==> config.mk <==
export PLATFORM = sky130hd
export DESIGN_NAME = fetch_prefetch
export DESIGN_NICKNAME = d
export VERILOG_FILES = /design/src/rtl/fetch_prefetch.sv
export SDC_FILE = /design/constraint.sdc
export NUM_CORES = 1
export LEC_CHECK = 0
export CAP_MARGIN = 20
export CORE_AREA = 2 2 145 147
export DETAILED_ROUTE_END_ITERATION = 8
export DIE_AREA = 0 0 147 149
export GPL_TIMING_DRIVEN = 0
export SETUP_SLACK_MARGIN = 0.15
export SLEW_MARGIN = 20
export SYNTH_ARGS = -nofsm -noshare
export SYNTH_HDL_FRONTEND = slang
export SYNTH_SLANG_ARGS = --single-unit
==> constraint.sdc <==
create_clock -name clk -period 4.7 [get_ports clk]
set_input_delay 0.47 -clock clk [delete_from_list [all_inputs] [get_ports clk]]
set_output_delay 0.47 -clock clk [all_outputs]
set_load 0.03 [all_outputs]
==> src/rtl/fetch_prefetch.sv <==
// rtl/fetch_prefetch.sv - sequential instruction prefetch master with word FIFO and redirect; optional FETCH_ALIGN_CHECK_EN
module fetch_prefetch #(
    parameter int            DEPTH    = 2,
    parameter int            AW       = 32,
    parameter logic [AW-1:0] RESET_PC = '0
) (
    input  logic          clk,
    input  logic          rst,
    input  logic          redirect,
    input  logic [AW-1:0] redirect_pc,
    output logic          instr_valid,
    input  logic          instr_ready,
    output logic [31:0]   instr,
    output logic [AW-1:0] instr_pc,
`ifdef FETCH_ALIGN_CHECK_EN
    output logic          instr_misalign,
`endif
    output logic          bus_bstart,
    output logic [AW-1:0] bus_addr,
    input  logic [31:0]   bus_rdata,
    input  logic          bus_bdone
);

    localparam int          PW      = $clog2(DEPTH);
    localparam logic [PW:0] DEPTH_C = (PW + 1)'(DEPTH);
    localparam logic [31:0] NOP     = 32'h0000_0013;

    typedef enum logic {S_IDLE, S_WAIT} state_t;

    state_t        state_q, state_d;
    logic [AW-1:0] pc_q, pc_d;
    logic [AW-1:0] addr_q, addr_d;
    logic          drop_q, drop_d;
    logic [PW:0]   count_q, count_d;
    logic [PW-1:0] rptr_q, rptr_d;
    logic [PW-1:0] wptr_q, wptr_d;
    logic [31:0]   mem_instr_q [DEPTH];
    logic [31:0]   mem_instr_d [DEPTH];
    logic [AW-1:0] mem_pc_q [DEPTH];
    logic [AW-1:0] mem_pc_d [DEPTH];

    logic          push;
    logic          pop;
    logic          issue_ok;
    logic [31:0]   push_instr;
    logic [AW-1:0] push_pc;
    logic [AW-1:0] redirect_tgt;

`ifdef FETCH_ALIGN_CHECK_EN
    logic          mem_mis_q [DEPTH];
    logic          mem_mis_d [DEPTH];
    logic          halt_q, halt_d;
    logic          nop_pend_q, nop_pend_d;
    logic          push_mis;
    logic          misaligned;

    assign redirect_tgt   = redirect_pc;
    assign misaligned     = |redirect_pc[1:0];
    assign instr_misalign = instr_valid ? mem_mis_q[rptr_q] : 1'b0;
`else
    assign redirect_tgt   = {redirect_pc[AW-1:2], 2'b00};
`endif

    assign instr_valid = (count_q != '0);
    assign instr       = instr_valid ? mem_instr_q[rptr_q] : 32'd0;
    assign instr_pc    = instr_valid ? mem_pc_q[rptr_q] : '0;
    assign bus_addr    = (state_q == S_IDLE) ? pc_q : addr_q;
    assign pop         = instr_valid && instr_ready;

    // Fetch FSM next state, bus strobe, FIFO push/pop and redirect flush
    always_comb begin
        state_d     = state_q;
        pc_d        = pc_q;
        addr_d      = addr_q;
        drop_d      = drop_q;
        count_d     = count_q;
        rptr_d      = rptr_q;
        wptr_d      = wptr_q;
        mem_instr_d = mem_instr_q;
        mem_pc_d    = mem_pc_q;
        bus_bstart  = 1'b0;
        push        = 1'b0;
        push_instr  = bus_rdata;
        push_pc     = addr_q;
`ifdef FETCH_ALIGN_CHECK_EN
        mem_mis_d   = mem_mis_q;
        halt_d      = halt_q;
        nop_pend_d  = nop_pend_q;
        push_mis    = 1'b0;
        issue_ok    = !halt_q;
`else
        issue_ok    = 1'b1;
`endif

        case (state_q)
            S_IDLE: begin
                // count is the registered value, so a same-cycle pop never frees a slot
                if (!rst && !redirect && issue_ok && (count_q < DEPTH_C)) begin
                    bus_bstart = 1'b1;
                    addr_d     = pc_q;
                    state_d    = S_WAIT;
                end
            end
            S_WAIT: begin
                if (bus_bdone) begin
                    state_d = S_IDLE;
                    drop_d  = 1'b0;
                    if (!drop_q && !redirect) begin
                        push = 1'b1;
                        pc_d = pc_q + AW'(4);
                    end
                end else if (redirect) begin
                    drop_d = 1'b1;
                end
            end
            default: state_d = S_IDLE;
        endcase

`ifdef FETCH_ALIGN_CHECK_EN
        // the NOP marker lands the cycle after the misaligned redirect, into an empty FIFO
        if (nop_pend_q) begin
            push       = 1'b1;
            push_instr = NOP;
            push_pc    = pc_q;
            push_mis   = 1'b1;
            nop_pend_d = 1'b0;
        end
`endif

        if (push) begin
            mem_instr_d[wptr_q] = push_instr;
            mem_pc_d[wptr_q]    = push_pc;
`ifdef FETCH_ALIGN_CHECK_EN
            mem_mis_d[wptr_q]   = push_mis;
`endif
            wptr_d = wptr_q + 1'b1;
        end
        if (pop) begin
            rptr_d = rptr_q + 1'b1;
        end
        case ({push, pop})
            2'b10:   count_d = count_q + 1'b1;
            2'b01:   count_d = count_q - 1'b1;
            default: count_d = count_q;
        endcase

        if (redirect) begin
            count_d = '0;
            rptr_d  = '0;
            wptr_d  = '0;
            pc_d    = redirect_tgt;
`ifdef FETCH_ALIGN_CHECK_EN
            halt_d     = misaligned;
            nop_pend_d = misaligned;
`endif
        end
    end

    // Control state registers with synchronous reset
    always_ff @(posedge clk) begin
        if (rst) begin
            state_q    <= S_IDLE;
            pc_q       <= RESET_PC;
            addr_q     <= RESET_PC;
            drop_q     <= 1'b0;
            count_q    <= '0;
            rptr_q     <= '0;
            wptr_q     <= '0;
`ifdef FETCH_ALIGN_CHECK_EN
            halt_q     <= 1'b0;
            nop_pend_q <= 1'b0;
`endif
        end else begin
            state_q    <= state_d;
            pc_q       <= pc_d;
            addr_q     <= addr_d;
            drop_q     <= drop_d;
            count_q    <= count_d;
            rptr_q     <= rptr_d;
            wptr_q     <= wptr_d;
`ifdef FETCH_ALIGN_CHECK_EN
            halt_q     <= halt_d;
            nop_pend_q <= nop_pend_d;
`endif
        end
    end

    // FIFO storage; contents are masked by instr_valid so no reset is needed
    always_ff @(posedge clk) begin
        mem_instr_q <= mem_instr_d;
        mem_pc_q    <= mem_pc_d;
`ifdef FETCH_ALIGN_CHECK_EN
        mem_mis_q   <= mem_mis_d;
`endif
    end

endmodule

==> results of run 1 <==
==> how the worst max path moves through the flow <==
stage | cells after the start | startpoint | endpoint
floorplan | 5 | redirect | mem_instr_q[32]
global placement | 6 | redirect | mem_pc_q[61]
detailed placement | 8 | redirect | mem_pc_q[60]
CTS | 5 | rptr_q | instr_pc[22]
global route | 5 | rptr_q | instr_pc[21]
finish | 5 | rptr_q | instr_pc[22]
==> registers in the layout (all words and copies together), names as in the netlist <==
register,flops
addr_q,30
count_q,2
drop_q,1
mem_instr_q,64
mem_pc_q,60
pc_q,30
rptr_q,1
state_q,1
wptr_q,1
==> synthesized netlist by cell type <==
| cell type | n | area share |
|---|---|---|
| o21a_1 | 3 | 0.0028 |
| xnor2_1 | 12 | 0.013 |
| nor3_1 | 7 | 0.0044 |
| conb_1 | 1 | 0.00047 |
| nand3_1 | 11 | 0.0069 |
| dfxtp_1 | 66 | 0.17 |
| inv_1 | 8 | 0.0038 |
| or3_1 | 4 | 0.0031 |
| or3_2 | 1 | 0.00094 |
| ha_1 | 2 | 0.0031 |
| mux2i_1 | 63 | 0.079 |
| a211oi_1 | 14 | 0.013 |
| nor3_4 | 1 | 0.0020 |
| and3b_1 | 1 | 0.0011 |
| or4_1 | 1 | 0.00094 |
| nand4_1 | 11 | 0.0086 |
| buf_1 | 2 | 0.00094 |
| nand4_4 | 1 | 0.0027 |
| xor2_1 | 16 | 0.018 |
| a311oi_1 | 5 | 0.0055 |
| buf_2 | 4 | 0.0025 |
| mux2_2 | 28 | 0.039 |
| o21bai_1 | 2 | 0.0019 |
| nor2_1 | 92 | 0.043 |
| edfxtp_1 | 124 | 0.47 |
| buf_4 | 6 | 0.0056 |
| and2_1 | 5 | 0.0039 |
| clkbuf_1 | 32 | 0.015 |
| o21ai_0 | 9 | 0.0056 |
| nand3b_4 | 1 | 0.0025 |
| nor4_1 | 6 | 0.0047 |
| and4_1 | 3 | 0.0033 |
| nand2b_1 | 1 | 0.00078 |
| nand2_1 | 83 | 0.039 |
| and3_1 | 4 | 0.0031 |
| nand3_2 | 1 | 0.0013 |
| a21oi_1 | 43 | 0.027 |
==> worst register-to-register path, stage by stage (launching register included) <==
cell and delay, ns:
dfxtp_1 0.38, buf_4 0.22, and3b_1 0.23, buf_4 0.20, nand2_1 0.13, nor2_4 0.60, buf_16 0.25, buf_12 0.20
==> per-stage QoR <==
stage | area (sq um) | hold WS, ns
finish | 10600 | 0.478
global placement | 9950 | 0.453
detailed placement | 10000 | 0.464
CTS | 10600 | 0.481
global route | 10600 | 0.491
floorplan | 8000 | 0.442
==> kinds of logic (layout without fill, tap and decap cells) <==
family / Yosys count / in the layout / synth area share
buffers and inverters: 52 / 247 / 0.0279
other: 1 / 4 / 0.000469
flip-flops: 190 / 190 / 0.631
AO/OA/AOI/OAI: 76 / 76 / 0.0559
XOR/XNOR: 28 / 28 / 0.0307
adder cells (fa/ha/maj): 2 / 2 / 0.00313
AND/OR/NAND/NOR: 234 / 234 / 0.132
multiplexers: 91 / 91 / 0.118
==> layer usage <==
metal,up-vias,GRT usage,wire length [um],part of all wire
li1,2769,-,-,-
met1,2675,0.231,8580,0.45
met4,0,0.0697,431,0.023
met5,-,0,0,0
met3,28,0.0306,723,0.038
met2,150,0.294,9340,0.49
==> layout by cell type (no fill, tap or decap), drive strengths merged, types with 12 or more instances in the layout <==
master | synthesis | layout
nand4 | 12 | 12
a211oi | 14 | 14
edfxtp | 124 | 124
xor2 | 16 | 16
a21oi | 43 | 43
nand3 | 12 | 12
clkbuf | 32 | 52
inv | 8 | 14
mux2 | 28 | 28
buf | 12 | 15
nor2 | 92 | 92
nand2 | 83 | 83
dfxtp | 66 | 66
xnor2 | 12 | 12
clkdlybuf4s50 | 0 | 160
mux2i | 63 | 63
==> power breakdown <==
part           leakage, uW  total (uW)  switching (uW)  internal, uW
clock             0.000287        1470             636           830
combinational      0.00148         333             180           153
sequential         0.00176        1850            37.8          1810
==> layout make-up <==
class,instances,area (sq um)
Timing Repair Buffer,163,1680
Multi-Input combinational cell,435,2750
Tap cell,275,344
Fill cell,1820,9910
Clock buffer,20,458
Sequential cell,190,5040
Clock inverter,12,149
Buffer,44,193
Inverter,8,30.0
==> impl_metrics.toml, run 1 <==
[worst_setup_path]
rr_startpoint = "state_q"
crit_arrival_ns = 2.90
regToRegSetupSlack_ns = 2.16
cp.required_ns = 4.23
worstSetupStartpointType = "flip-flop"
end_kind = "output port"
cp_common_cell = "clkbuf_1"
slowest_stage = "clkdlybuf4s50_1"
rr_worst_depth = 7
crit_type = "reg2out"
r2r_end = "mem_instr_q[56]"
slowest_delay_ns = 0.68
path_max_fanout = 10
cp_cell_sequence = "clkbuf_1 -> clkbuf_1 -> mux2i_1 -> nor2_1 -> clkdlybuf4s50_1"
critPathBufInv = 3
critPathTopFamily = "buffers and inverters"

[global_routing]
grt.overflow.total = 0
grt_pass1_vias = 5698
grt_pass1_wl_mm = 29.7
antenna_found_initial = 0
grt_usage = 0.176
grt_max_degree = 44

[floorplanning]
core-area_sq_um = 20600
die_h_um = 149
rows = 53
start_util = 0.389
fp.dieArea_sq_um = 21900
io_pins = 167
die_w_um = 147

[sta]
relSlewSlack = 0.382
rsz0062_at_grt = "false"
fin_tns_setup_ns = 0
period_needed_ns = 3.37
hold_violations = 0
fin_crit_sh = 0.717
max_slew.worst_pin.slew_ns = 0.918
slew_violations = 0
max_freq_mhz = 297
finClkSkew_ns = 0.0114
setup_ws_ns = 1.33
setup_viol = 0

[routing]
wl_per_cell_um = 16.6
routed_wl_mm = 19.1
drt_iter0_drc = 318
antenna_left = 0
dr_total_vias = 5622
firstDrtPassIters = 6
drc = 0
routed_via_density = 4.90

[synthesis]
yosys_warnings = 0
yosysUniqueCellTypes = 37
synth_seq_cells = 190
syn_inst = 674
avgSynthCellArea_sq_um = 11.9
seq_area_frac_synth = 0.631
synthesis.area_sq_um = 7990

[layout]
layout.nets = 930
final_cells = 1147
final_core_util = 0.518
area_growth_pct = 33.2
num_antenna_cells = 0
drive_gt1_frac = 0.0894

[placement]
place_ws_ns = 1.16
dp.cells = 1115
portBuffers = 160
post-dp-hpwl_mm = 13.9
place.gp.congestion = 0.864

[hold_path]
min_path_type = "reg2reg"
hold_path_end = "mem_pc_q[31]"
min_from = "addr_q[31]"
worstHoldPathCells = 0

[pwr]
power.total_uw = 3650
p_leak_uw = 0.00353
power.density_nw_per_um2 = 343
ir_drop_v = 0.000242

[clock_tree]
cts_root_buf = "clkbuf_16"
cts_resized = 0
cts_tree = "yes"
h-tree-depth = 4
clock_latency_ns = 0.43
cts_inserted_buffers = 17
clk_pin_slew_worst_paths_ns = 0.07
post_cts_buffers = 0
clock_path_buffers = 2
clkSinkCount = 190
holdBufCountCts = 0

[run_status]
status = "completed"

[job]
max_cap_violations = 0
Note: power is estimated with default switching activity, not from simulation.
==> inputs of run 2 (changes only) <==
==> constraint.sdc (replaced) <==
create_clock -name clk -period 3.1 [get_ports clk]
set_input_delay 0.31 -clock clk [delete_from_list [all_inputs] [get_ports clk]]
set_output_delay 0.31 -clock clk [all_outputs]
set_load 0.03 [all_outputs]
==> impl_metrics.toml, run 2 (synthesis gave the netlist of run 1 again) <==
[run_status]
status = "completed"

[hold_path]
min_from = "redirect_pc[6]"
hold_path_end = "pc_q[6]"
worstHoldPathCells = 3
min_path_type = "in2reg"

[floorplanning]
io_pins = 167
die_w_um = 147
start_util = 0.389
rows = 53
fp.dieArea_sq_um = 21900
core-area_sq_um = 20600
die_h_um = 149

[pwr]
p_seq_frac = 0.524
netSwitchingFraction = 0.244
ir_drop_v = 0.000379
p_clk_frac = 0.382
p_leak_uw = 0.00354
pwr-share-comb = 0.095
p_switching_uw = 1310
power.total_uw = 5350
power.density_nw_per_um2 = 504
internal-power_uw = 4040

[global_routing]
grt_busiest_layer = "met2"
grt_max_degree = 45
met3_usage = 0.0336
grt_pass1_wl_mm = 30.1
met2_usage = 0.309
grt.overflow.total = 0
grt_use_met1 = 0.228
antenna_found_initial = 0
grt_usage = 0.178
grt_pass1_vias = 5682

[routing]
routed_via_density = 4.93
drt_iter0_drc = 372
dr_total_vias = 5654
wl_per_cell_um = 16.9
routed_wl_mm = 19.5
drc = 0
antenna_left = 0
firstDrtPassIters = 6

[clock_tree]
h-tree-depth = 4
clkSinkCount = 190
clock_latency_ns = 0.43
clock_path_buffers = 2
cts_tree = "yes"
cts_root_buf = "clkbuf_16"
cts_inserted_buffers = 17
clk_pin_slew_worst_paths_ns = 0.07
holdBufCountCts = 0

[layout]
drive_gt1_frac = 0.104
layout.nets = 931
final_core_util = 0.516
final_common_cell = "clkdlybuf4s50_1"
top_regs = "mem_instr_q (64), mem_pc_q (60)"
num_antenna_cells = 0
largest_reg_flops = 64
top_register = "mem_instr_q"
area_growth_pct = 32.8
mostFrequentLayoutCells = "159 x clkdlybuf4s50_1, 124 x edfxtp_1, 90 x nor2_1"

[sta]
max_freq_mhz = 360
fin_crit_sh = 0.896
hold_ws_ns = 0.455
slew_violations = 0
period_needed_ns = 2.78
max_slew.worst_pin.slew_ns = 0.900
setup_viol = 0
finClkSkew_ns = 0.00978
hold_violations = 0
relSlewSlack = 0.394
rsz0062_at_grt = "false"
setup_ws_ns = 0.321

[worst_setup_path]
r2r_end = "pc_q[11]"
end_kind = "output port"
rr_worst_depth = 5
worstSetupStartpointType = "flip-flop"
path_max_fanout = 10
crit_arrival_ns = 2.47
regToRegSetupSlack_ns = 0.95
cp_cell_sequence = "buf_4 -> or4_1 -> clkbuf_1 -> inv_1 -> buf_2 -> dlygate4sd2_1"
slowest_stage = "or4_1"
slowest_delay_ns = 0.46
rr_startpoint = "pc_q[7]"
cp.required_ns = 2.79
crit_type = "reg2out"

[placement]
place_ws_ns = -0.285
portBuffers = 160
place.gp.congestion = 0.863
post-dp-hpwl_mm = 14.1

[job]
max_cap_violations = 0
[run 2: cell count changes in the layout (fill, tap and decap cells not counted), moves of 2 or more]
| cell | change |
|---|---|
| clkbuf_1 | -9 |
| clkbuf_2 | +8 |
| buf_1 | -2 |
| buf_2 | +2 |
| bufinv_16 | -2 |
| clkinvlp_4 | +2 |
[run 2: worst max-delay path by stage]
stage	from	to	slack [ns]
after floorplan	redirect	mem_instr_q[0]	0.20
after global placement	redirect	mem_pc_q[28]	-1.56
after detailed placement	redirect	mem_pc_q[62]	-0.29
after CTS	state_q	bus_addr[18]	0.17
after global routing	state_q	bus_bstart	0.18
final	state_q	bus_bstart	0.32
[run 2: layer usage]
layer  share of wire  up-vias
met2            0.50      165
met5               0        -
met4           0.010        0
met1            0.44     2696
met3           0.043       18
li1                -     2775
[run 2: per-stage QoR]
stage	TNS [ns]	area, sq um	instances
floorplan	0	8010	677
global placement	-144.91	9960	1112
detailed placement	-8.26	10000	1115
CTS	0	10600	1147
global route	0	10600	1148
finish	0	10600	1148
[run 2: critical path: cells and delay by family, from the launching register on]
family,cells,cell delay (ns)
flops,1,0.34
simple gates,1,0.46
buf+inv,5,1.25
[run 2: what timing repair did]
item                       in CTS  in global routing
setup endpoints to repair      61                 50
resized for setup               8                  7
setup buffers                   0                  1
pin swaps                       0                  1
[run 2: cell type report]
class                      count  area [sq um]
fill                        1814          9940
inverter                       8          30.0
multi-input combinational    435          2760
tap                          275           344
clock buffer                  19           443
buffer                        44           205
sequential                   190          5040
clock inverter                13           109
timing repair buffer         164          1680
[run 2: power by group through the flow]
stage               Sequential (uW)  Combinational, uW  Clock (uW)
finish                         2800                506        2040
CTS                            2800                509        2090
global route                   2810                539        2180
floorplan                      2840                272           0
global placement               2860                494           0
detailed placement             2860                507           0
==> inputs of run 3 (changes only) <==
--- a/config.mk
+++ b/config.mk
@@ -7,6 +7,7 @@
 export LEC_CHECK = 0
 export CAP_MARGIN = 20
 export CORE_AREA = 2 2 145 147
+export CTS_BUF_LIST = sky130_fd_sc_hd__clkbuf_4 sky130_fd_sc_hd__clkbuf_8 sky130_fd_sc_hd__clkbuf_16
 export DETAILED_ROUTE_END_ITERATION = 8
 export DIE_AREA = 0 0 147 149
 export GPL_TIMING_DRIVEN = 0
==> impl_metrics.toml, run 3 (synthesis gave the netlist of run 1 again) <==
[run_status]
status = "completed"

[routing]
drt_iter0_drc = 372
drc = 0
routed_wl_mm = 19.4
routed_via_density = 4.92
wl_per_cell_um = 16.9
firstDrtPassIters = 5
antenna_left = 0
dr_total_vias = 5650

[floorplanning]
fp.dieArea_sq_um = 21900
rows = 53
io_pins = 167
start_util = 0.389
die_h_um = 149
core-area_sq_um = 20600
die_w_um = 147

[clock_tree]
clk_pin_slew_worst_paths_ns = 0.07
cts_inserted_buffers = 17
clock_latency_ns = 0.43
cts_root_buf = "clkbuf_16"
clkSinkCount = 190
holdBufCountCts = 0
h-tree-depth = 4
clock_path_buffers = 2
cts_tree = "yes"

[sta]
hold_violations = 0
period_needed_ns = 2.78
relSlewSlack = 0.407
max_freq_mhz = 360
finClkSkew_ns = 0.00970
hold_ws_ns = 0.455
slew_violations = 0
fin_crit_sh = 0.896
rsz0062_at_grt = "false"
setup_viol = 0
max_slew.worst_pin.slew_ns = 0.881

[global_routing]
grt.overflow.total = 0
grt_usage = 0.178
antenna_found_initial = 0
grt_pass1_wl_mm = 30.1
grt_max_degree = 45
grt_pass1_vias = 5682

[layout]
fill_cells = 1814
drive_gt1_frac = 0.105
num_antenna_cells = 0
final_cells = 1148
largest_reg_flops = 64
top_register = "mem_instr_q"
final_common_cell = "clkdlybuf4s50_1"
area_growth_pct = 32.9
layout.nets = 931
mostFrequentLayoutCells = "159 x clkdlybuf4s50_1, 124 x edfxtp_1, 90 x nor2_1"
top_regs = "mem_instr_q (64), mem_pc_q (60)"
final_core_util = 0.517

[pwr]
p_leak_uw = 0.00355
p_clk_frac = 0.383
internal-power_uw = 4050
netSwitchingFraction = 0.244
pwr-share-comb = 0.094
power.total_uw = 5360
p_switching_uw = 1310
ir_drop_v = 0.000379
power.density_nw_per_um2 = 505
p_seq_frac = 0.523

[worst_setup_path]
cp.required_ns = 2.79
crit_type = "reg2out"
crit_arrival_ns = 2.47
end_kind = "output port"
regToRegSetupSlack_ns = 0.96
worstSetupStartpointType = "flip-flop"
endpoint = "bus_bstart"
r2r_end = "pc_q[11]"
cp-startpoint = "state_q"
path_max_fanout = 10
rr_worst_depth = 5
rr_startpoint = "pc_q[7]"

[placement]
place.gp.congestion = 0.863
post-dp-hpwl_mm = 14.1
portBuffers = 160
dp.cells = 1115

[hold_path]
min_path_type = "in2reg"

[job]
max_cap_violations = 0
## run 3: cell counts in the layout (fill, tap and decap cells not counted)
Identical to the previous run, type by type.
## run 3: final cells by class
| type | count | area (sq um) | area share |
|---|---|---|---|
| Buffer | 44 | 205 | 0.0193 |
| Clock buffer | 19 | 447 | 0.0421 |
| Clock inverter | 13 | 109 | 0.0103 |
| Inverter | 8 | 30.0 | 0.00283 |
| Multi-Input combinational cell | 435 | 2760 | 0.260 |
| Sequential cell | 190 | 5040 | 0.475 |
| Tap cell | 275 | 344 | 0.0324 |
| Timing Repair Buffer | 164 | 1680 | 0.158 |
## run 3: worst max-delay path, stage by stage, from the launching register on
cell and delay, ns:
dfxtp_1 0.34, buf_4 0.20, or4_1 0.46, clkbuf_1 0.18
inv_1 0.18, buf_2 0.25, dlygate4sd2_1 0.44
## run 3: how the worst min path moves through the flow
| stage | from | slack (ns) | depth (start not counted) | end |
|---|---|---|---|---|
| after global placement | addr_q[26] | 0.46 | 0 | mem_pc_q[26] |
| final | redirect_pc[6] | 0.46 | 3 | pc_q[6] |
| after floorplan | bus_bdone | 0.41 | 1 | drop_q |
| after global routing | redirect_pc[6] | 0.45 | 3 | pc_q[6] |
| after detailed placement | addr_q[8] | 0.46 | 0 | mem_pc_q[40] |
| after CTS | redirect_pc[6] | 0.44 | 3 | pc_q[6] |
## run 3: metrics by stage
stage | setup TNS [ns] | worst slack [ns] | cell area (sq um)
3_3_place_gp | -144.91 | -1.56 | 9960
4_1_cts | 0 | 0.169 | 10600
2_1_floorplan | 0 | 0.196 | 8010
3_5_place_dp | -8.26 | -0.285 | 10000
6_report | 0 | 0.321 | 10600
5_1_grt | 0 | 0.175 | 10600
## run 3: metal layers
layer / GRT usage / vias to the layer above / wire (um)
li1: - / 2773 / -
met4: 0.0553 / 0 / 193
met2: 0.309 / 162 / 9800
met1: 0.228 / 2699 / 8630
met3: 0.0336 / 16 / 811
met5: 0 / - / 0
## run 3: power groups by stage
stage | registers (uW) | logic (uW) | clock network, uW
3_3_place_gp | 2860 | 494 | 0
4_1_cts | 2800 | 509 | 2090
5_1_grt | 2810 | 539 | 2190
2_1_floorplan | 2840 | 272 | 0
6_report | 2800 | 506 | 2050
3_5_place_dp | 2860 | 507 | 0
## run 3: repair_timing
item                       in CTS  in global routing
pin swaps                       0                  1
setup endpoints to repair      61                 51
setup buffers                   0                  1
gates resized for setup         8                  7
gates cloned                    0                  0
